File: src/rtl/alu_arbiter_if.sv
// Request, ALU and response bus shared between alu_arbiter and its clients.
// The slave modport is the arbiter's view; master is the client/ALU side.
interface alu_arbiter_if #(
  parameter int unsigned WIDTH = 4,
  parameter int unsigned OPW   = 3,
  parameter int unsigned CCRW  = 2
);
  logic             req0_valid;
  logic             req0_ready;
  logic [WIDTH-1:0] req0_a;
  logic [WIDTH-1:0] req0_b;
  logic [OPW-1:0]   req0_op;

  logic             req1_valid;
  logic             req1_ready;
  logic [WIDTH-1:0] req1_a;
  logic [WIDTH-1:0] req1_b;
  logic [OPW-1:0]   req1_op;

  logic [WIDTH-1:0] alu_n1;
  logic [WIDTH-1:0] alu_n2;
  logic [OPW-1:0]   alu_op;
  logic [WIDTH-1:0] alu_result;
  logic [CCRW-1:0]  alu_ccr;

  logic             resp_valid;
  logic             resp_ready;
  logic             resp_id;
  logic [WIDTH-1:0] resp_result;
  logic [CCRW-1:0]  resp_ccr;

  modport slave (
    input  req0_valid, req0_a, req0_b, req0_op,
    input  req1_valid, req1_a, req1_b, req1_op,
    input  alu_result, alu_ccr, resp_ready,
    output req0_ready, req1_ready,
    output alu_n1, alu_n2, alu_op,
    output resp_valid, resp_id, resp_result, resp_ccr
  );

  modport master (
    output req0_valid, req0_a, req0_b, req0_op,
    output req1_valid, req1_a, req1_b, req1_op,
    output alu_result, alu_ccr, resp_ready,
    input  req0_ready, req1_ready,
    input  alu_n1, alu_n2, alu_op,
    input  resp_valid, resp_id, resp_result, resp_ccr
  );
endinterface

File: src/rtl/alu_arbiter.sv
// Two-requester arbiter in front of one combinational ALU.
// Round-robin grant in IDLE, registered ALU operands, one settle cycle, captured
// response held until accepted. Define ALU_ARB_STATS_EN to add saturating
// 8-bit per-requester grant counters (grant_cnt0/grant_cnt1).
module alu_arbiter #(
  parameter int unsigned WIDTH = 4,
  parameter int unsigned OPW   = 3,
  parameter int unsigned CCRW  = 2
) (
  input logic           clk,
  input logic           rst,
  alu_arbiter_if.slave  bus
`ifdef ALU_ARB_STATS_EN
  ,
  output logic [7:0]    grant_cnt0,
  output logic [7:0]    grant_cnt1
`endif
);

  typedef enum logic [1:0] {StIdle, StDrive, StCapt, StResp} state_e;

  state_e           state_q;
  logic             ptr_q;
  logic [WIDTH-1:0] n1_q;
  logic [WIDTH-1:0] n2_q;
  logic [OPW-1:0]   op_q;
  logic             id_q;
  logic             resp_valid_q;
  logic             resp_id_q;
  logic [WIDTH-1:0] resp_result_q;
  logic [CCRW-1:0]  resp_ccr_q;
  logic             gnt0;
  logic             gnt1;

  // Grant decision: only in IDLE; the pointer breaks ties when both are valid.
  always_comb begin
    gnt0 = 1'b0;
    gnt1 = 1'b0;
    if (state_q == StIdle) begin
      if (bus.req0_valid && (!bus.req1_valid || !ptr_q)) begin
        gnt0 = 1'b1;
      end else if (bus.req1_valid) begin
        gnt1 = 1'b1;
      end
    end
  end

  assign bus.req0_ready  = gnt0;
  assign bus.req1_ready  = gnt1;
  assign bus.alu_n1      = n1_q;
  assign bus.alu_n2      = n2_q;
  assign bus.alu_op      = op_q;
  assign bus.resp_valid  = resp_valid_q;
  assign bus.resp_id     = resp_id_q;
  assign bus.resp_result = resp_result_q;
  assign bus.resp_ccr    = resp_ccr_q;

  // Sequencer: latch operands on grant, settle, capture ALU outputs, hold response.
  always_ff @(posedge clk or posedge rst) begin
    if (rst) begin
      state_q       <= StIdle;
      ptr_q         <= 1'b0;
      n1_q          <= '0;
      n2_q          <= '0;
      op_q          <= '0;
      id_q          <= 1'b0;
      resp_valid_q  <= 1'b0;
      resp_id_q     <= 1'b0;
      resp_result_q <= '0;
      resp_ccr_q    <= '0;
    end else begin
      case (state_q)
        StIdle: begin
          if (gnt0) begin
            n1_q    <= bus.req0_a;
            n2_q    <= bus.req0_b;
            op_q    <= bus.req0_op;
            id_q    <= 1'b0;
            ptr_q   <= 1'b1;
            state_q <= StDrive;
          end else if (gnt1) begin
            n1_q    <= bus.req1_a;
            n2_q    <= bus.req1_b;
            op_q    <= bus.req1_op;
            id_q    <= 1'b1;
            ptr_q   <= 1'b0;
            state_q <= StDrive;
          end
        end
        StDrive: state_q <= StCapt;
        StCapt: begin
          resp_result_q <= bus.alu_result;
          resp_ccr_q    <= bus.alu_ccr;
          resp_id_q     <= id_q;
          resp_valid_q  <= 1'b1;
          state_q       <= StResp;
        end
        StResp: begin
          if (bus.resp_ready) begin
            resp_valid_q <= 1'b0;
            state_q      <= StIdle;
          end
        end
        default: state_q <= StIdle;
      endcase
    end
  end

`ifdef ALU_ARB_STATS_EN
  logic [7:0] cnt0_q;
  logic [7:0] cnt1_q;

  // Saturating grant counters; they stick at 255 rather than wrap.
  always_ff @(posedge clk or posedge rst) begin
    if (rst) begin
      cnt0_q <= 8'd0;
      cnt1_q <= 8'd0;
    end else begin
      if (gnt0 && (cnt0_q != 8'hFF)) cnt0_q <= cnt0_q + 8'd1;
      if (gnt1 && (cnt1_q != 8'hFF)) cnt1_q <= cnt1_q + 8'd1;
    end
  end

  assign grant_cnt0 = cnt0_q;
  assign grant_cnt1 = cnt1_q;
`endif

endmodule

File: src/flat_wrapper.sv
// flat-port wrapper written by rule: the top's interface ports become plain ports
module alu_arbiter_flat 
#(
  parameter int unsigned WIDTH = 4,
  parameter int unsigned OPW   = 3,
  parameter int unsigned CCRW  = 2
)
  (clk, rst, bus_req0_valid, bus_req0_a, bus_req0_b, bus_req0_op, bus_req1_valid, bus_req1_a, bus_req1_b, bus_req1_op, bus_alu_result, bus_alu_ccr, bus_resp_ready, bus_req0_ready, bus_req1_ready, bus_alu_n1, bus_alu_n2, bus_alu_op, bus_resp_valid, bus_resp_id, bus_resp_result, bus_resp_ccr);
  alu_arbiter_if #(.WIDTH(WIDTH), .OPW(OPW), .CCRW(CCRW)) bus_i ();
  input logic clk;
  input logic rst;
  input wire logic [$bits(bus_i.req0_valid)-1:0] bus_req0_valid;
  input wire logic [$bits(bus_i.req0_a)-1:0] bus_req0_a;
  input wire logic [$bits(bus_i.req0_b)-1:0] bus_req0_b;
  input wire logic [$bits(bus_i.req0_op)-1:0] bus_req0_op;
  input wire logic [$bits(bus_i.req1_valid)-1:0] bus_req1_valid;
  input wire logic [$bits(bus_i.req1_a)-1:0] bus_req1_a;
  input wire logic [$bits(bus_i.req1_b)-1:0] bus_req1_b;
  input wire logic [$bits(bus_i.req1_op)-1:0] bus_req1_op;
  input wire logic [$bits(bus_i.alu_result)-1:0] bus_alu_result;
  input wire logic [$bits(bus_i.alu_ccr)-1:0] bus_alu_ccr;
  input wire logic [$bits(bus_i.resp_ready)-1:0] bus_resp_ready;
  output wire logic [$bits(bus_i.req0_ready)-1:0] bus_req0_ready;
  output wire logic [$bits(bus_i.req1_ready)-1:0] bus_req1_ready;
  output wire logic [$bits(bus_i.alu_n1)-1:0] bus_alu_n1;
  output wire logic [$bits(bus_i.alu_n2)-1:0] bus_alu_n2;
  output wire logic [$bits(bus_i.alu_op)-1:0] bus_alu_op;
  output wire logic [$bits(bus_i.resp_valid)-1:0] bus_resp_valid;
  output wire logic [$bits(bus_i.resp_id)-1:0] bus_resp_id;
  output wire logic [$bits(bus_i.resp_result)-1:0] bus_resp_result;
  output wire logic [$bits(bus_i.resp_ccr)-1:0] bus_resp_ccr;
  assign bus_i.req0_valid = bus_req0_valid;
  assign bus_i.req0_a = bus_req0_a;
  assign bus_i.req0_b = bus_req0_b;
  assign bus_i.req0_op = bus_req0_op;
  assign bus_i.req1_valid = bus_req1_valid;
  assign bus_i.req1_a = bus_req1_a;
  assign bus_i.req1_b = bus_req1_b;
  assign bus_i.req1_op = bus_req1_op;
  assign bus_i.alu_result = bus_alu_result;
  assign bus_i.alu_ccr = bus_alu_ccr;
  assign bus_i.resp_ready = bus_resp_ready;
  assign bus_req0_ready = bus_i.req0_ready;
  assign bus_req1_ready = bus_i.req1_ready;
  assign bus_alu_n1 = bus_i.alu_n1;
  assign bus_alu_n2 = bus_i.alu_n2;
  assign bus_alu_op = bus_i.alu_op;
  assign bus_resp_valid = bus_i.resp_valid;
  assign bus_resp_id = bus_i.resp_id;
  assign bus_resp_result = bus_i.resp_result;
  assign bus_resp_ccr = bus_i.resp_ccr;
  alu_arbiter #(.WIDTH(WIDTH), .OPW(OPW), .CCRW(CCRW)) u_core (.clk(clk), .rst(rst), .bus(bus_i));
endmodule
File: config.mk
export PLATFORM = sky130hd
export DESIGN_NAME = alu_arbiter_flat
export DESIGN_NICKNAME = d
export VERILOG_FILES = /design/src/rtl/alu_arbiter_if.sv /design/src/rtl/alu_arbiter.sv /design/src/flat_wrapper.sv
export SDC_FILE = /design/constraint.sdc
export NUM_CORES = 1
export LEC_CHECK = 0
export CORE_ASPECT_RATIO = 0.75
export CORE_MARGIN = 5
export CORE_UTILIZATION = 42
export CTS_CLUSTER_SIZE = 24
export DETAILED_ROUTE_END_ITERATION = 16
export PLACE_DENSITY_LB_ADDON = 0.05
export SYNTH_ARGS = -nofsm -noshare
export SYNTH_HDL_FRONTEND = slang
export SYNTH_SLANG_ARGS = --single-unit
File: constraint.sdc
create_clock -name clk -period 2.4 [get_ports clk]
set_clock_uncertainty 0.1 [all_clocks]
set_input_delay 0.48 -clock clk [delete_from_list [all_inputs] [get_ports clk]]
set_output_delay 0.48 -clock clk [all_outputs]
set_load 0.01 [all_outputs]
After elaboration in Yosys (flattened, before gate mapping). Index checks and enable logic that the tools add are counted.

Bits in registers: 23. Input port bits: 33. Output and inout port bits: 21.

Eq/ne operators: 5. Muxes and demuxes: 21. Reductions and logical operators: 10.

Operators with widths (count): 4-bit two-way mux (4); 1-bit two-way mux (10); 2-bit one-hot mux with 4 select lines (1); 2-bit two-way mux (3); 3-bit two-way mux (2); 2-bit AND reduction (3); 2-bit equality test, second input constant (2); 2-bit nonzero test (2); 3-bit != test, second input constant (1); 2-bit by 1-bit equality test with 1-bit output, second input constant (1); 1-bit zero test (2); 2-bit zero test (1); 2-bit != test, second input constant (1); 1-bit one-hot mux with 2 select lines (1); 1-bit logical AND (1); 1-bit logical OR (1).

Depth between registers and ports, before layout.
Word-level depth: 8. Mapped depth: 7. Gate-level depth less buffers: 5.

Least setup slack after synthesis. OpenSTA, ideal clock, no wires.

Path kind: flip-flop to output port. Start: register u_core.state_q[0]. End: output port bus_req0_ready. Arrival time: 1.069 ns. Setup slack: 0.751 ns. Stages on the path, launching flop included: 7. Path buffers: 2. Cells stage by stage: dfrtp_1 > inv_1 > ha_1 > buf_4 > nand3_2 > buf_4 > inv_1.

Longest elaborated chain between the ends: 2.

RTL lines: start, declared (line alu_arbiter.sv:22) `state_e state_q;`; start signal, assigned (line alu_arbiter.sv:61) `state_q <= StIdle;`; start signal, assigned (line alu_arbiter.sv:80) `state_q <= StDrive;`; start signal, assigned (line alu_arbiter.sv:87) `state_q <= StDrive;`; 2-bit zero test (line alu_arbiter.sv:39) `if (state_q == StIdle) begin`; 1-bit two-way mux (line alu_arbiter.sv:39); end, declared (line flat_wrapper.sv:23) `output wire logic [$bits(bus_i.req0_ready)-1:0] bus_req0_ready;`.

Every way passes these cells.

Worst setup path after layout.
Start: input port bus_req0_valid. End: output port bus_req1_ready.

Longest elaborated chain between the ends: 3.

RTL lines: start, declared (line flat_wrapper.sv:12) `input wire logic [$bits(bus_i.req0_valid)-1:0] bus_req0_valid;`; 1-bit logical AND (line alu_arbiter.sv:40) `if (bus.req0_valid && (!bus.req1_valid || !ptr_q)) begin`; 1-bit two-way mux (line alu_arbiter.sv:40); 1-bit two-way mux (line alu_arbiter.sv:39); end, declared (line flat_wrapper.sv:24) `output wire logic [$bits(bus_i.req1_ready)-1:0] bus_req1_ready;`.

Every way passes these cells.

==> results.md <==
- Counting flops and latches in the post-synthesis netlist gives 23.
- Routability-driven placement finished with a final weighted congestion of 0.677.
- From bottom edge to top edge, the die measures 53.5 um.
- The synthesized design spends more area on one cell type than any other, namely sky130_fd_sc_hd__dfrtp_1.
- The share of synthesized area in the top cell type comes to 0.543.
- After global routing the overflow that remains totals 0.
- Traced cell by cell, the critical path runs through clkdlybuf4s50_1, inv_2, o211ai_2, inv_1, dlymetal6s2s_1.
- In the finished design, the share of the clock period the worst path needs comes to 0.861.
- The starting density of the core is 0.452.
- The flow ran to the end, and the final reports show no timing, DRC or antenna violations.
- For this design the static power due to leakage is 0.745 nW.
- Averaged over all synthesized cells, the footprint is 12.9 um^2.
- The placed cell area is 1640 um^2.
- TritonCTS built the clock tree.
- Synthesis produced a netlist with a net count of 118.
- After detailed routing, the total wire length is 2720 um.
- Setup repair after global routing left no endpoint under its margin.
- The path class of the tightest hold or removal check is input pin to asynchronous set/reset pin.
- The critical path is of the input pin to primary output type.
- The root buffer cell chosen for the clock tree is sky130_fd_sc_hd__clkbuf_4.
- The count of input and output buffers is 53.
- The worst-case clock buffer depth is 2.
- For the pin with the worst max-slew slack, the measured transition is 0.424 ns.
- The cell count after placement is 170.
- In this run, the number of DRC markers left after iteration 0 of detailed routing was 49.
- The pre-CTS setup slack is 0.0186 ns.
- The biggest cell delay along the critical path is 0.56 ns.
- The remaining max-slew budget at the tightest pin is 0.717.
- The clock slew at the register clock pins of the worst setup and hold paths is 0.12 ns.
- Together, buffers and inverters on the worst path number 4.
- The cell area power density is 1170 nW/um^2.
- The final standard cell count with taps included and fillers excluded is 175.
- The number of global-route vias before repair is 920.
- The worst vdd rail ir drop is 0.622 mV.
- The final route contains 858 vias.
- For this design, the CTS-stage hold fixing added 0 buffers.
- The fraction of layout cells with a size suffix above 1 is 0.241.
- Setup violations remaining at the end of the flow were counted as 0.
- After routing the design area is 1690 um^2.
- For this run, the register share of the synthesized area comes to 0.543.
- The initial antenna violation count is 0.
- The total half-perimeter wirelength after legalization and detailed placement is 2120 um.
- The number of diodes added for antenna fixing is 0.
- The final-report max-slew violation count came to 0.
- The first global-routing pass estimated 4240 um of wire.
- The cell area after synthesis is 1060 um^2.
- The top achievable clock speed is 484 MHz.
- The count of distinct cell types in the synthesized netlist is 20.
- The number of fill cells in the layout is 196.
- Once routing completed, OpenROAD measured the worst setup slack at 0.334 ns.
- Data on the critical path is required at its endpoint by 1.82 ns.
- The synthesized instance count is 82.
- The mean routed wirelength per cell is 15.5 um.
- The global router's overall resource usage is 0.158.
- Compared with the post-synthesis result, the final layout area differs by 59.5%.
- The cell family contributing the most delay on the critical path is buffers and inverters.
- The final antenna-violating net count is 0.
- The first-pass iteration count of the detailed router is 4.
- The total area inside the core boundary comes to 2350 um^2.
- The number of H-tree levels is 1.
- By area the synthesized netlist is led by sky130_fd_sc_hd__dfrtp_1 (54%), sky130_fd_sc_hd__o221a_2 (12%), sky130_fd_sc_hd__mux2_2 (8.5%), sky130_fd_sc_hd__or2b_1 (5.0%), sky130_fd_sc_hd__ha_1 (3.5%).
- The final critical delay including setup and external delays is 2.07 ns.
- The pin count of the biggest net entering global routing is 24.
- The overall power of the completed layout is 1.97 mW.
- The worst setup path is captured at a primary output.
- The number of buffers inserted during clock tree synthesis is 3.
- The kind of launch point of the worst setup path is an input pin.
- Setup total negative slack on the finished layout was measured at 0 ns.
- The via-per-instance ratio is 4.90.
- The critical path data arrival time is 1.49 ns.
- The maximum net fanout on the critical path is 4.
- After floorplanning, the core was divided into 15 placement rows.
- The die is 68 um wide.
- Among all stages on the critical path, the largest delay is contributed by sky130_fd_sc_hd__clkdlybuf4s50_1.
- The number of nets at the end of the flow is 178.
- At the later pin of the worst-skew pair, clock insertion delay measures 0.30 ns.
- The number of remaining DRC errors is 0.
- The final core area utilization is 0.721.
- The die covers 3640 um^2.
- The number of warnings issued by yosys is 0.
- Across all hold checks on the routed design, the worst slack comes to 0.408 ns.
- Across the run, the number of max-cap violations was 0.
- 54 I/O pins were placed.
- Counting every sink on the clock net gives 23.
- The count of final hold-check violations is 0.
==> where the power goes <==
part	total [mW]	switching (mW)	internal, mW
Combinational	1.10	0.425	0.680
Sequential	0.695	0.110	0.585
Clock	0.173	0.108	0.0648
Total	1.97	0.643	1.33
==> routing by layer <==
metal | GRT usage | routed length (um) | vias to the layer above | part of all wire
met5 | 0 | 0 | - | 0
met3 | 0.0764 | 252 | 2 | 0.093
li1 | - | - | 413 | -
met1 | 0.197 | 1120 | 412 | 0.41
met2 | 0.256 | 1340 | 31 | 0.49
met4 | 0.0198 | 9 | 0 | 0.0033
==> sequential cells by signal, summed over array words and instances, names as in the netlist <==
| name | cells |
|---|---|
| u_core.state_q | 2 |
| u_core.bus.alu_n1 | 4 |
| u_core.id_q | 1 |
| u_core.bus.resp_result | 4 |
| u_core.bus.resp_valid | 1 |
| u_core.bus.resp_id | 1 |
| u_core.bus.alu_op | 3 |
| u_core.bus.resp_ccr | 2 |
| u_core.bus.alu_n2 | 4 |
| u_core.ptr_q | 1 |
==> cells in the mapped netlist, drive strengths merged <==
cell type,number
a21oi,5
a31oi,1
buf,5
dfrtp,23
ha,3
inv,7
mux2,8
nand2,1
nand2b,4
nand3,1
nor2,2
nor2b,1
o211ai,1
o21ai,1
o221a,11
o32a,1
or2b,7
==> worst register-to-register path, delay by kind of cell, from the launching register on <==
kind	cells	cell delay, ns
adder cells (fa/ha/maj)	1	0.19
buffers and inverters	1	0.14
AND/OR/NAND/NOR	1	0.15
flip-flops	1	0.42
AO/OA/AOI/OAI	1	0.20
multiplexers	1	0.36
==> logic make-up after synthesis <==
| family | after synthesis | synth area share |
|---|---|---|
| simple gates | 16 | 0.0992 |
| mux | 8 | 0.0850 |
| flops | 23 | 0.543 |
| buf+inv | 12 | 0.0614 |
| fa+ha+maj | 3 | 0.0354 |
| compound gates | 20 | 0.176 |
==> timing repair <==
item | 4_1_cts | 5_1_grt
setup endpoints to repair | 2 | 2
resized for setup | 2 | 2
buffers inserted | 0 | 1
pin swaps | 0 | 1
==> final timing paths <==
kind	startpoint	endpoint	slack, ns	cells past startpoint
worst max-delay path	bus_req0_valid	bus_req1_ready	0.33	5
worst min-delay path	rst	u_core.bus.alu_n2[2]	0.41	3
worst max register to register	u_core.state_q[1]	u_core.state_q[1]	0.73	5
worst min register to register	u_core.id_q	u_core.id_q	0.42	2
max in group asynchronous	rst	u_core.state_q[0]	1.56	3
min in group clk	u_core.id_q	u_core.id_q	0.42	2
==> cell usage in the layout, fill, tap and decap left out <==
master / count
sky130_fd_sc_hd__buf_4: 7
sky130_fd_sc_hd__o211ai_2: 1
sky130_fd_sc_hd__o32a_1: 1
sky130_fd_sc_hd__nand3_2: 1
sky130_fd_sc_hd__or2b_1: 7
sky130_fd_sc_hd__clkbuf_1: 1
sky130_fd_sc_hd__nand2_1: 1
sky130_fd_sc_hd__nor2b_1: 1
sky130_fd_sc_hd__clkdlybuf4s50_1: 51
sky130_fd_sc_hd__o221a_2: 11
sky130_fd_sc_hd__clkbuf_4: 3
sky130_fd_sc_hd__inv_2: 1
sky130_fd_sc_hd__dfrtp_1: 23
sky130_fd_sc_hd__nor2_1: 2
sky130_fd_sc_hd__inv_1: 6
sky130_fd_sc_hd__nand2b_1: 4
sky130_fd_sc_hd__a21oi_1: 5
sky130_fd_sc_hd__a31oi_1: 1
sky130_fd_sc_hd__mux2_2: 8
sky130_fd_sc_hd__dlymetal6s2s_1: 2
sky130_fd_sc_hd__ha_1: 2
sky130_fd_sc_hd__o21ai_2: 1
sky130_fd_sc_hd__ha_4: 1
==> cell type report <==
| type | instances | area (um^2) | share of cell area |
|---|---|---|---|
| Sequential cell | 23 | 576 | 0.340 |
| Multi-Input combinational cell | 47 | 432 | 0.255 |
| Timing Repair Buffer | 60 | 588 | 0.348 |
| Clock buffer | 4 | 26.3 | 0.0155 |
| Tap cell | 34 | 42.5 | 0.0252 |
| Inverter | 7 | 26.3 | 0.0155 |
No activity file was read; power rests on OpenSTA's default activity.
